--- src/rtl/y86_seq_ctrl.sv ---
// Multi-cycle sequencer for the Y86-64 SEQ datapath: steps one stage per clock,
// owns PC, status code and the data-memory handshake. Define SEQ_PERF_CNT_EN for perf counters.
module y86_seq_ctrl #(
  parameter int ADDR_W      = 64,
  parameter int RESET_PC    = 32,
  parameter int CNT_W       = 32,
  parameter int MEM_TIMEOUT = 15
) (
  input  logic              clk,
  input  logic              rst,
  input  logic              run,
  input  logic [3:0]        icode,
  input  logic              instr_valid,
  input  logic              imem_error,
  input  logic              hlt,
  input  logic [ADDR_W-1:0] updated_pc,
  input  logic              dmem_ready,
  input  logic              dmem_error,
  output logic [ADDR_W-1:0] PC,
  output logic              fetch_en,
  output logic              decode_en,
  output logic              exec_en,
  output logic              mem_en,
  output logic              wb_en,
  output logic              pc_en,
  output logic              dmem_req,
  output logic [2:0]        stat,
  output logic              busy,
  output logic [CNT_W-1:0]  cycle_cnt,
  output logic [CNT_W-1:0]  instr_cnt
);

  localparam logic [2:0] STAT_AOK = 3'd1;
  localparam logic [2:0] STAT_HLT = 3'd2;
  localparam logic [2:0] STAT_ADR = 3'd3;
  localparam logic [2:0] STAT_INS = 3'd4;

  localparam int WAIT_W = $clog2(MEM_TIMEOUT + 1);
  localparam logic [WAIT_W-1:0] WAIT_LAST = WAIT_W'(MEM_TIMEOUT - 1);

  typedef enum logic [3:0] {
    IDLE      = 4'd0,
    FETCH     = 4'd1,
    DECODE    = 4'd2,
    EXECUTE   = 4'd3,
    MEMORY    = 4'd4,
    MEM_WAIT  = 4'd5,
    WRITEBACK = 4'd6,
    PCUPD     = 4'd7,
    HALTED    = 4'd8
  } state_t;

  state_t            state;
  state_t            state_n;
  logic [2:0]        stat_n;
  logic [WAIT_W-1:0] wait_cnt;
  logic              mem_icode;

  assign mem_icode = (icode == 4'h4) || (icode == 4'h5) || (icode == 4'h8) ||
                     (icode == 4'h9) || (icode == 4'hA) || (icode == 4'hB);

  // In MEMORY the registered dmem_req already tells whether this is a memory op
  always_comb begin
    state_n = state;
    stat_n  = stat;
    case (state)
      IDLE:    if (run) state_n = FETCH;
      FETCH: begin
        if (imem_error) begin
          stat_n  = STAT_ADR;
          state_n = HALTED;
        end else if (!instr_valid) begin
          stat_n  = STAT_INS;
          state_n = HALTED;
        end else if (hlt) begin
          stat_n  = STAT_HLT;
          state_n = HALTED;
        end else begin
          state_n = DECODE;
        end
      end
      DECODE:  state_n = EXECUTE;
      EXECUTE: state_n = MEMORY;
      MEMORY, MEM_WAIT: begin
        if (!dmem_req) begin
          state_n = WRITEBACK;
        end else if (dmem_ready) begin
          if (dmem_error) begin
            stat_n  = STAT_ADR;
            state_n = HALTED;
          end else begin
            state_n = WRITEBACK;
          end
        end else if (state == MEM_WAIT && wait_cnt == WAIT_LAST) begin
          stat_n  = STAT_ADR;
          state_n = HALTED;
        end else begin
          state_n = MEM_WAIT;
        end
      end
      WRITEBACK: state_n = PCUPD;
      PCUPD:     state_n = run ? FETCH : IDLE;
      HALTED:    state_n = HALTED;
      default:   state_n = IDLE;
    endcase
  end

  // Strobes and handshake are registered from the next state so outputs never see inputs combinationally
  always_ff @(posedge clk) begin
    if (rst) begin
      state     <= IDLE;
      PC        <= ADDR_W'(RESET_PC);
      stat      <= STAT_AOK;
      fetch_en  <= 1'b0;
      decode_en <= 1'b0;
      exec_en   <= 1'b0;
      mem_en    <= 1'b0;
      wb_en     <= 1'b0;
      pc_en     <= 1'b0;
      dmem_req  <= 1'b0;
      busy      <= 1'b0;
      wait_cnt  <= '0;
    end else begin
      state     <= state_n;
      stat      <= stat_n;
      fetch_en  <= (state_n == FETCH);
      decode_en <= (state_n == DECODE);
      exec_en   <= (state_n == EXECUTE);
      mem_en    <= (state_n == MEMORY) || (state_n == MEM_WAIT);
      wb_en     <= (state_n == WRITEBACK);
      pc_en     <= (state_n == PCUPD);
      dmem_req  <= ((state_n == MEMORY) && mem_icode) || (state_n == MEM_WAIT);
      busy      <= (state_n != IDLE) && (state_n != HALTED);
      if (state == MEM_WAIT && state_n == MEM_WAIT)
        wait_cnt <= wait_cnt + 1'b1;
      else
        wait_cnt <= '0;
      if (state == PCUPD)
        PC <= updated_pc;
    end
  end

`ifdef SEQ_PERF_CNT_EN
  logic [CNT_W-1:0] cycle_q;
  logic [CNT_W-1:0] instr_q;

  // Both counters stick at all-ones rather than wrapping
  always_ff @(posedge clk) begin
    if (rst) begin
      cycle_q <= '0;
      instr_q <= '0;
    end else begin
      if (busy && cycle_q != '1)
        cycle_q <= cycle_q + CNT_W'(1);
      if (state == PCUPD && instr_q != '1)
        instr_q <= instr_q + CNT_W'(1);
    end
  end

  assign cycle_cnt = cycle_q;
  assign instr_cnt = instr_q;
`else
  assign cycle_cnt = '0;
  assign instr_cnt = '0;
`endif

endmodule
--- config.mk ---
export PLATFORM = sky130hd
export DESIGN_NAME = y86_seq_ctrl
export DESIGN_NICKNAME = d
export VERILOG_FILES = /design/src/rtl/y86_seq_ctrl.sv
export SDC_FILE = /design/constraint.sdc
export NUM_CORES = 1
export LEC_CHECK = 0
export ABC_CLOCK_PERIOD_IN_PS = 2300
export CAP_MARGIN = 5
export CORE_UTILIZATION = 38
export DETAILED_ROUTE_END_ITERATION = 10
export GPL_ROUTABILITY_DRIVEN = 1
export GPL_TIMING_DRIVEN = 0
export PLACE_DENSITY = 0.8
export SLEW_MARGIN = 10
export SYNTH_ARGS = -nofsm -noshare
export SYNTH_HDL_FRONTEND = slang
export SYNTH_SLANG_ARGS = --single-unit
--- constraint.sdc ---
create_clock -name clk -period 2.3 [get_ports clk]
set_clock_uncertainty 0.15 [all_clocks]
set_input_delay 0.23 -clock clk [delete_from_list [all_inputs] [get_ports clk]]
set_output_delay 0.23 -clock clk [all_outputs]
set_load 0.02 [all_outputs]
-- Word-level counts from Yosys, hierarchy flattened
Cells that the tools add are included.
- register bits: 83
- add/sub/neg operators: 1
- equal/unequal tests: 27
- mux-type cells: 18
- bitwise logic cells: 1
- reductions and logical operators: 17
- operator list (operator ; count):
    $eq A4 B3 Y1 const B ; 10
    $mux W4 ; 8
    $pmux W4 S8 ; 1
    $eq A4 B4 Y1 const B ; 6
    $mux W3 ; 7
    $eq A4 B2 Y1 const B ; 4
    $eq A4 B1 Y1 const B ; 2
    $ne A4 B4 Y1 const B ; 2
    $logic_or A1 B1 Y1 ; 7
    $ne A3 B3 Y1 const B ; 2
    $pmux W3 S2 ; 1
    $reduce_and A5 Y1 ; 1
    $add A4 B1 Y4 const B ; 1
    $logic_and A1 B1 Y1 ; 4
    $logic_not A4 Y1 ; 1
    $reduce_bool A4 Y1 ; 1
    $reduce_or A2 Y1 ; 2
    $ne A2 B2 Y1 const B ; 1
    $reduce_bool A2 Y1 ; 1
    $mux W1 ; 1
    $not A1 Y1 ; 1

-- Depth between registers and ports, before layout
Gate-level depths: netlist (run 1).
- depth after elaboration: 10
- depth in mapped cells: 7

-- Least setup slack after synthesis (run 1)
No wires, ideal clock.
- path type: reg2reg
- start point: reg state[1]
- end point: reg pc_en
- arrival: 1.492 ns
- slack: 0.599 ns
- cell stages (with the launch flop): 7
- clock period less this slack: 1.701 ns
- cells stage by stage: dfxtp_1 buf_6 or4b_4 o32ai_2 or2_1 buf_6 and3_1
- cells in the longest elaborated chain, start to end: 7
- ends and longest elaborated chain (element ; line ; RTL):
    from (decl) ; 53 ; state_t state;
    from (signal assigned) ; 124 ; state <= state_n;
    $eq A4 B3 Y1 ; 66, 94 ;
    $logic_and A1 B1 Y1 ; 94 ; end else if (state == MEM_WAIT && wait_cnt == WAIT_LAST) begin
    $mux W4 ; 94 ;
    $mux W4 ; 87 ; end else if (dmem_ready) begin
    $mux W4 ; 85 ; if (!dmem_req) begin
    $pmux W4 S8 * ; 66 ; case (state)
    $eq A4 B3 Y1 * ; 131 ; pc_en <= (state_n == PCUPD);
    to (signal assigned) ; 131 ;
    to (decl) ; 25 ; output logic pc_en,
Mark *: on every way between the ends. The rest lies on a longest branch, timed or not.
A chain may end at the register's enable or synchronous reset.

-- Worst setup path in the final report (run 1)
- start point: reg state[2]
- end point: reg PC[53]
- cells in the longest elaborated chain, start to end: 1
- ends and longest elaborated chain (element ; line ; RTL):
    $eq A4 B3 Y1 ; 138 ; if (state == PCUPD)
    to (signal assigned) ; 112 ; PC <= ADDR_W'(RESET_PC);
    to (signal assigned) ; 139 ; PC <= updated_pc;
    to (decl) ; 19 ; output logic [ADDR_W-1:0] PC,
Every way passes these cells.

==> flow_summary.json, run 1 <==
{
  "status": "completed",
  "routed-via-count": 3436,
  "p_clk_frac": 0.345,
  "yosysUniqueCellTypes": 45,
  "route.detailed.drc": 0,
  "rsz0062_at_grt": "no",
  "grt_max_degree": 14,
  "post_cts_resized": 0,
  "slowest_stage": "dfxtp_1",
  "syn_area_sq_um": 3570,
  "synth_area_leader_cell": "dfxtp_1",
  "holdWs_ns": 0.280,
  "dr.pass1.iters": 4,
  "power_switching_uw": 727,
  "max_stage_delay_ns": 0.46,
  "grtUsageTotal": 0.197,
  "relSlewSlack": 0.572,
  "path_cells": "nor2b_1, and3_1, buf_2, buf_1, nand2_1, a21oi_1",
  "io_buffers": 149,
  "grt_pass1_vias": 3289,
  "holdCritPathClass": "primary input to register",
  "wl_met3_microns": 779,
  "post-route-min-period_ns": 1.96,
  "syn_avg_cell_area_sq_um": 8.09,
  "die_area_sq_um": 9790,
  "core_sq_um": 9150,
  "syn2layout_area_growth_pct": 57.5,
  "p_int_mw": 2.19,
  "gr-total-overflow": 0,
  "peakVddDrop_uv": 244,
  "die_x_microns": 98.9,
  "leakage_nw": 2.23,
  "routabilityCongestion": 0.886,
  "hold_viol": 0,
  "synth-seq-cells": 83,
  "pre_cts_ws_ns": 0.0957,
  "place_area_sq_um": 5440,
  "cts_tree": "built",
  "finalSetupViolCount": 0,
  "synth-main-ff-cell": "dfxtp_1",
  "clockRootBuffer": "clkbuf_8",
  "endpoint_kind": "register",
  "dp_hpwl_microns": 7380,
  "seqPwrFrac": 0.500,
  "top_layer_used": "met4",
  "synth_edf_count": 0,
  "design_area_sq_um": 5620,
  "avgViaCountPerCell": 4.41,
  "clk_path_buf_depth": 2,
  "swShare": 0.249,
  "wl_met1_microns": 3810,
  "antennaDiodeCount": 0,
  "setup-tns-final_ns": 0,
  "synthArstFlopShare": 0,
  "drt_iter0_drc": 66,
  "clk_pin_slew_ns": 0.08,
  "yosys-top-cells-area": "dfxtp_1, nand2_1, buf_4",
  "cts_buffers": 9,
  "crit_arrival_ns": 2.08,
  "power_density_nw_per_um2": 519,
  "required_ns": 2.42,
  "hold_buffers": 0,
  "worst_setup_path_start_kind": "register",
  "clock_latency_ns": 0.34,
  "die_h_microns": 98.9,
  "post-route-period-util": 0.852,
  "fmax_mhz": 510,
  "synth_top_area_share": 0.465,
  "cts_setup_buffers": 0,
  "grt_pass1_wl_microns": 15300,
  "combPwrFrac": 0.155,
  "yosysMostFrequentCell": "nand2_1",
  "layout_setup_ws_ns": 0.339,
  "ys_seq_area_frac": 0.465,
  "antenna_found_initial": 0,
  "critPathKind": "register to register",
  "io-pin-count": 215,
  "avgRoutedWirePerCell_microns": 12.2,
  "drv_slew": 0,
  "synth_warnings": 0,
  "synthCells": 441,
  "maxCapViolCount": 0,
  "rows": 35,
  "fin_total_pwr_mw": 2.92,
  "worstMarginPinSlew_ns": 0.642,
  "worstPathMaxFanout": 10,
  "antenna_left": 0,
  "htreeDepth": 3,
  "wl_met2_microns": 4740,
  "final_nets": 742,
  "drive_gt1_frac": 0.132,
  "cts_sinks": 83,
  "start_util": 0.390,
  "synth_common_cells": "nand2_1, dfxtp_1, a21oi_1",
  "wl_microns": 9490
}
==> power groups by stage <==
stage | logic [mW] | clock network, mW | registers, mW
global route | 0.484 | 1.11 | 1.46
CTS | 0.448 | 1.03 | 1.46
global placement | 0.443 | 0 | 1.49
floorplan | 0.260 | 0 | 1.50
finish | 0.452 | 1.01 | 1.46
detailed placement | 0.446 | 0 | 1.49
==> kinds of logic after synthesis <==
kind of cell	Yosys count	synth area share
compound gates	83	0.132
xor+xnor	3	0.00736
fa+ha+maj	2	0.00701
buf+inv	94	0.173
flops	83	0.465
other cells	1	0.00105
simple gates	175	0.214
==> state kept, by name, summed over array words and instances (netlist names) <==
register	count
decode_en	1
state	4
exec_en	1
PC	64
stat	3
wb_en	1
dmem_req	1
wait_cnt	4
fetch_en	1
busy	1
pc_en	1
mem_en	1
==> final cells by class <==
class | count | area (sq um)
flip-flops and latches | 83 | 1660
clock buffers | 12 | 135
inverters | 6 | 22.5
multi-input cells | 327 | 1530
plain buffers | 88 | 594
fillers | 823 | 3530
clock inverters | 4 | 51.3
repair buffers | 149 | 1490
well taps | 111 | 139
==> through the flow <==
stage / cells / util
2_1_floorplan: 504 / -
4_1_cts: 780 / 0.614
3_3_place_gp: 764 / 0.594
3_5_place_dp: 764 / 0.594
5_1_grt: 780 / 0.614
6_report: 780 / 0.614
==> worst paths after layout <==
| path | from | end | slack (ns) | depth (start not counted) |
|---|---|---|---|---|
| worst max-delay path | state[2] | PC[53] | 0.34 | 6 |
| worst min-delay path | updated_pc[37] | PC[37] | 0.28 | 3 |
| worst max register to register | state[2] | PC[53] | 0.34 | 6 |
| worst min register to register | PC[42] | PC[42] | 0.30 | 2 |
==> metal layers <==
layer,vias to the layer above,track usage
met2,136,0.358
met4,0,0.0689
met3,16,0.0624
met5,-,0
met1,1529,0.215
li1,1755,-
==> worst max-delay path, delay by kind of cell (launching register included) <==
kind | cells | cell delay, ns
AO/OA/AOI/OAI | 1 | 0.16
flip-flops | 1 | 0.46
AND/OR/NAND/NOR | 3 | 0.49
buffers and inverters | 2 | 0.63
==> layout by cell type (no fill, tap or decap), types with 2 or more instances in the layout <==
cell type / Yosys / layout
nor3b_1: 2 / 2
nand2b_1: 2 / 2
clkbuf_1: 15 / 18
buf_6: 3 / 3
nand2_1: 131 / 131
nor3_1: 4 / 4
xor2_1: 2 / 2
inv_1: 5 / 5
conb_1: 1 / 64
a21oi_1: 67 / 67
and2_1: 3 / 3
o21a_1: 2 / 2
o21ai_0: 2 / 2
clkdlybuf4s50_1: 0 / 149
nor2_1: 10 / 10
nor4_1: 2 / 2
dfxtp_1: 83 / 83
and3_1: 5 / 5
buf_1: 5 / 5
buf_4: 64 / 64
nor2b_1: 4 / 4
ha_1: 2 / 2
clkbuf_8: 0 / 9
nand3_1: 4 / 4
Note: power is estimated with default switching activity, not from simulation.
==> run 2: changes to the inputs <==
--- a/config.mk
+++ b/config.mk
@@ -11,6 +11,7 @@
 export DETAILED_ROUTE_END_ITERATION = 10
 export GPL_ROUTABILITY_DRIVEN = 1
 export GPL_TIMING_DRIVEN = 0
+export MAX_ROUTING_LAYER = met4
 export PLACE_DENSITY = 0.8
 export SLEW_MARGIN = 10
 export SYNTH_ARGS = -nofsm -noshare
==> run 2 against run 1 <==
Effect of this change: combinational power barely moved; total power rose by 2.2%; non-clock buffer count did not move; global-route usage rose by 0.77 points; worst setup slack got worse by 0.00072 ns.
==> flow_summary.json, run 2 (synthesis results as in run 1) <==
{
  "fmax_mhz": 510,
  "routed-via-count": 3441,
  "holdCritPathClass": "primary input to register",
  "grtUsageTotal": 0.205,
  "gr-total-overflow": 0,
  "syn2layout_area_growth_pct": 58.0,
  "reg.largest.list": "PC (64), state (4), wait_cnt (4)",
  "grt_pass1_vias": 3366,
  "largest_register_ffs": 64,
  "grt_pass1_wl_microns": 15600,
  "final_core_util": 0.616,
  "clockRootBuffer": "clkbuf_8",
  "multiInputGateArea_sq_um": 1530,
  "rsz0062_at_grt": "no",
  "endpoint_kind": "register",
  "io_buffers": 149,
  "slowest_stage": "dfxtp_1",
  "wl_microns": 9590,
  "clk_path_buf_depth": 2,
  "path_cells": "nor2b_1, and3_1, buf_2, buf_1, nand2_1, a21oi_1",
  "cts_setup_buffers": 0,
  "post-route-min-period_ns": 1.96,
  "worstPathMaxFanout": 10,
  "antenna_found_initial": 0,
  "layout_setup_ws_ns": 0.339,
  "io-pin-count": 215,
  "cts_sinks": 83,
  "drt_iter0_drc": 83,
  "top_register": "PC",
  "regArea_sq_um": 1660,
  "relSlewSlack": 0.559,
  "finalSetupViolCount": 0,
  "die_h_microns": 98.9,
  "antenna_left": 0,
  "routabilityCongestion": 0.888,
  "post-route-period-util": 0.853,
  "htreeDepth": 3,
  "rows": 35,
  "clk_pin_slew_ns": 0.09,
  "drv_slew": 0,
  "pre_cts_ws_ns": 0.0629,
  "place_inst": 764,
  "cts_tree": "built",
  "setup-tns-final_ns": 0,
  "status": "completed",
  "crit_arrival_ns": 2.08,
  "route.detailed.drc": 0,
  "start_util": 0.390,
  "avgRoutedWirePerCell_microns": 12.3,
  "avgViaCountPerCell": 4.41,
  "leakage_nw": 2.23,
  "final_common_cell": "clkdlybuf4s50_1",
  "final_cell_mix": "clkdlybuf4s50_1, nand2_1, dfxtp_1",
  "grt_max_degree": 15,
  "hold_viol": 0,
  "peakVddDrop_uv": 251,
  "antennaDiodeCount": 0,
  "fill_cells": 807,
  "die_x_microns": 98.9,
  "max_stage_delay_ns": 0.48,
  "worst_setup_path_start_kind": "register",
  "holdWs_ns": 0.269,
  "worstMarginPinSlew_ns": 0.661,
  "dr.pass1.iters": 5,
  "core_sq_um": 9150,
  "critPathKind": "register to register",
  "dp_hpwl_microns": 7350,
  "die_area_sq_um": 9790,
  "fin_cells": 780,
  "power_density_nw_per_um2": 529,
  "final_nets": 742,
  "drive_gt1_frac": 0.135,
  "maxCapViolCount": 0,
  "required_ns": 2.42,
  "clock_latency_ns": 0.34,
  "cts_buffers": 9,
  "hold_buffers": 0,
  "post_cts_resized": 0
}
[run 2: path summary, 6_finish.rpt]
kind                                    start     end  slack (ns)  depth (start not counted)
worst min register to register         PC[47]  PC[47]        0.31                          2
worst max register to register       state[2]   PC[6]        0.34                          6
worst min-delay path            updated_pc[0]   PC[0]        0.27                          3
worst max-delay path                 state[2]   PC[6]        0.34                          6
[run 2: worst max-delay path: cells and delay by family, from the launching register on]
kind                   cells  cell delay (ns)
and+or+nand+nor            3             0.47
buffers and inverters      2             0.64
AOI/OAI and AO/OA          1             0.15
DFF                        1             0.48
[run 2: routing by layer]
layer | vias up | share of wire | track usage
li1 | 1751 | - | -
met2 | 157 | 0.49 | 0.357
met5 | - | 0 | -
met1 | 1514 | 0.40 | 0.223
met4 | 0 | 0.019 | 0.0735
met3 | 19 | 0.083 | 0.0553
[run 2: metrics by stage]
step                      total power, mW  instance area (sq um)
final                                2.98                   5640
after floorplan                      1.76                   3810
after CTS                            3.00                   5640
after detailed placement             1.94                   5440
after global placement               1.94                   5440
after global routing                 3.11                   5640
[run 2: power by group]
part	switching (mW)	internal (mW)
Sequential	0.0110	1.45
Combinational	0.214	0.239
Clock	0.534	0.536
[run 2: final cells by class]
type | instances | share of cell area
flip-flops and latches | 83 | 0.295
multi-input cells | 327 | 0.271
repair buffers | 149 | 0.264
plain buffers | 88 | 0.105
clock buffers | 11 | 0.0251
well taps | 111 | 0.0246
clock inverters | 5 | 0.0109
inverters | 6 | 0.00399
==> run 3: changes to the inputs <==
--- a/config.mk
+++ b/config.mk
@@ -6,13 +6,15 @@
 export NUM_CORES = 1
 export LEC_CHECK = 0
 export ABC_CLOCK_PERIOD_IN_PS = 2300
-export CAP_MARGIN = 5
-export CORE_UTILIZATION = 38
+export CAP_MARGIN = 10
+export CELL_PAD_IN_SITES_DETAIL_PLACEMENT = 1
+export CELL_PAD_IN_SITES_GLOBAL_PLACEMENT = 1
+export CORE_UTILIZATION = 26
 export DETAILED_ROUTE_END_ITERATION = 10
 export GPL_ROUTABILITY_DRIVEN = 1
 export GPL_TIMING_DRIVEN = 0
 export MAX_ROUTING_LAYER = met4
-export PLACE_DENSITY = 0.8
+export PLACE_DENSITY = 0.79
 export SLEW_MARGIN = 10
 export SYNTH_ARGS = -nofsm -noshare
 export SYNTH_HDL_FRONTEND = slang
==> run 3 against run 2 <==
Effect of this change: total power up 22%; sequential share of layout area down 1.2 points; sequential cell count unchanged; cell area up 4.3%; clock power up 61%; maximum frequency down 3.8%; critical endpoint is now PC[1]; sequential power about the same; final cell count up 8.3%; global-route usage down 4.2 points; worst hold slack better by 0.010 ns.
==> flow_summary.json, run 3 (synthesis results as in run 1) <==
{
  "clock_latency_ns": 0.34,
  "cts_setup_buffers": 0,
  "r2r_end": "PC[1]",
  "hold_buffers": 0,
  "gr-total-overflow": 0,
  "min_from": "updated_pc[37]",
  "routabilityCongestion": 0.780,
  "fin_cells": 845,
  "die_h_microns": 119,
  "worstMarginPinSlew_ns": 0.712,
  "syn2layout_area_growth_pct": 64.7,
  "antenna_left": 0,
  "setup-tns-final_ns": 0,
  "avgViaCountPerCell": 4.20,
  "critPathKind": "register to register",
  "power_density_nw_per_um2": 620,
  "htreeDepth": 3,
  "drive_gt1_frac": 0.136,
  "io-pin-count": 215,
  "peakVddDrop_uv": 268,
  "r2r_cells": 6,
  "worst_setup_path_start_kind": "register",
  "dr.pass1.iters": 4,
  "grt_max_degree": 14,
  "critical_path_buf_inv_count": 2,
  "avgRoutedWirePerCell_microns": 13.3,
  "top_register": "PC",
  "pre_cts_ws_ns": 0.0611,
  "fill_cells": 1591,
  "endpoint_kind": "register",
  "dp_hpwl_microns": 8640,
  "layout_setup_ws_ns": 0.260,
  "relSlewSlack": 0.525,
  "worstPathMaxFanout": 10,
  "grt_pass1_wl_microns": 17600,
  "crit_start": "state[2]",
  "cts_buffers": 9,
  "path_cells": "nor2b_1, and3_1, buf_2, buf_1, nand2_1, a21oi_1",
  "drv_slew": 0,
  "die_x_microns": 119,
  "leakage_nw": 2.31,
  "antenna_found_initial": 0,
  "maxCapViolCount": 0,
  "status": "completed",
  "largest_register_ffs": 64,
  "post_cts_resized": 0,
  "clk_pin_slew_ns": 0.06,
  "rrSetupSlack_ns": 0.26,
  "grtUsageTotal": 0.163,
  "hold_end": "PC[37]",
  "rows": 42,
  "grt_pass1_vias": 3608,
  "final_nets": 742,
  "critPathTopFamily": "buffers and inverters",
  "die_area_sq_um": 14200,
  "slowest_stage": "dfxtp_1",
  "whs_path_depth": 3,
  "drt_iter0_drc": 119,
  "crit_arrival_ns": 2.15,
  "finalSetupViolCount": 0,
  "holdWs_ns": 0.280,
  "wl_microns": 11200,
  "post-route-period-util": 0.887,
  "start_util": 0.268,
  "clk_path_buf_depth": 2,
  "r2r_start": "state[2]",
  "rsz0062_at_grt": "no",
  "core_sq_um": 13300,
  "final_cell_mix": "clkdlybuf4s50_1, nand2_1, dfxtp_1",
  "max_stage_delay_ns": 0.48,
  "io_buffers": 149,
  "fmax_mhz": 490,
  "cts_sinks": 83,
  "post-route-min-period_ns": 2.04,
  "cts_tree": "built",
  "final_common_cell": "clkdlybuf4s50_1",
  "hold_viol": 0,
  "antennaDiodeCount": 0,
  "route.detailed.drc": 0,
  "routed-via-count": 3545,
  "place_inst": 829,
  "reg.largest.list": "PC (64), state (4), wait_cnt (4)",
  "required_ns": 2.41,
  "holdCritPathClass": "primary input to register",
  "clockRootBuffer": "clkbuf_16"
}
## run 3: cell count changes in the layout (fill, tap and decap cells not counted), sizes merged
cell	change
inv	-1
clkbuf	+1
clkinvlp	-3
clkinv	+1
bufinv	+2
## run 3: where the power goes
group | internal [mW] | total [mW] | switching [mW]
Sequential | 1.45 | 1.46 | 0.0122
Combinational | 0.240 | 0.457 | 0.217
Clock | 1.15 | 1.72 | 0.575
## run 3: tightest hold or removal path: cells and delay by family
kind                   cells  cell delay [ns]
AND/OR/NAND/NOR            1             0.05
buffers and inverters      1             0.40
AO/OA/AOI/OAI              1             0.05
## run 3: through the flow
| stage | power (mW) | utilization | area [sq um] |
|---|---|---|---|
| after floorplan | 1.76 | - | 3810 |
| after global placement | 1.94 | 0.415 | 5520 |
| after detailed placement | 1.95 | 0.415 | 5520 |
| after CTS | 3.68 | 0.442 | 5880 |
| after global routing | 3.77 | 0.442 | 5880 |
| final | 3.64 | 0.442 | 5880 |
## run 3: cell type report
cell class / instances / area (sq um) / area share
inverter: 6 / 22.5 / 0.00383
sequential: 83 / 1660 / 0.283
multi-input combinational: 327 / 1530 / 0.260
tap: 176 / 220 / 0.0375
clock inverter: 4 / 95.1 / 0.0162
buffer: 88 / 594 / 0.101
clock buffer: 12 / 267 / 0.0453
timing repair buffer: 149 / 1490 / 0.254
## run 3: worst max path at each step
stage / slack (ns) / cells after the start / end
5_1_grt: 0.03 / 6 / PC[32]
3_5_place_dp: 0.06 / 5 / stat[0]
4_1_cts: 0.18 / 6 / PC[1]
3_3_place_gp: 0.09 / 4 / wb_en
2_1_floorplan: 0.60 / 6 / pc_en
6_report: 0.26 / 6 / PC[1]
## run 3: metal layers
metal  vias to the layer above  track usage  wire length [microns]
met5                         -            -                      0
met4                         0       0.0680                    203
li1                       1758            -                      -
met3                        18       0.0316                    781
met2                       136        0.298                   5690
met1                      1633        0.169                   4530
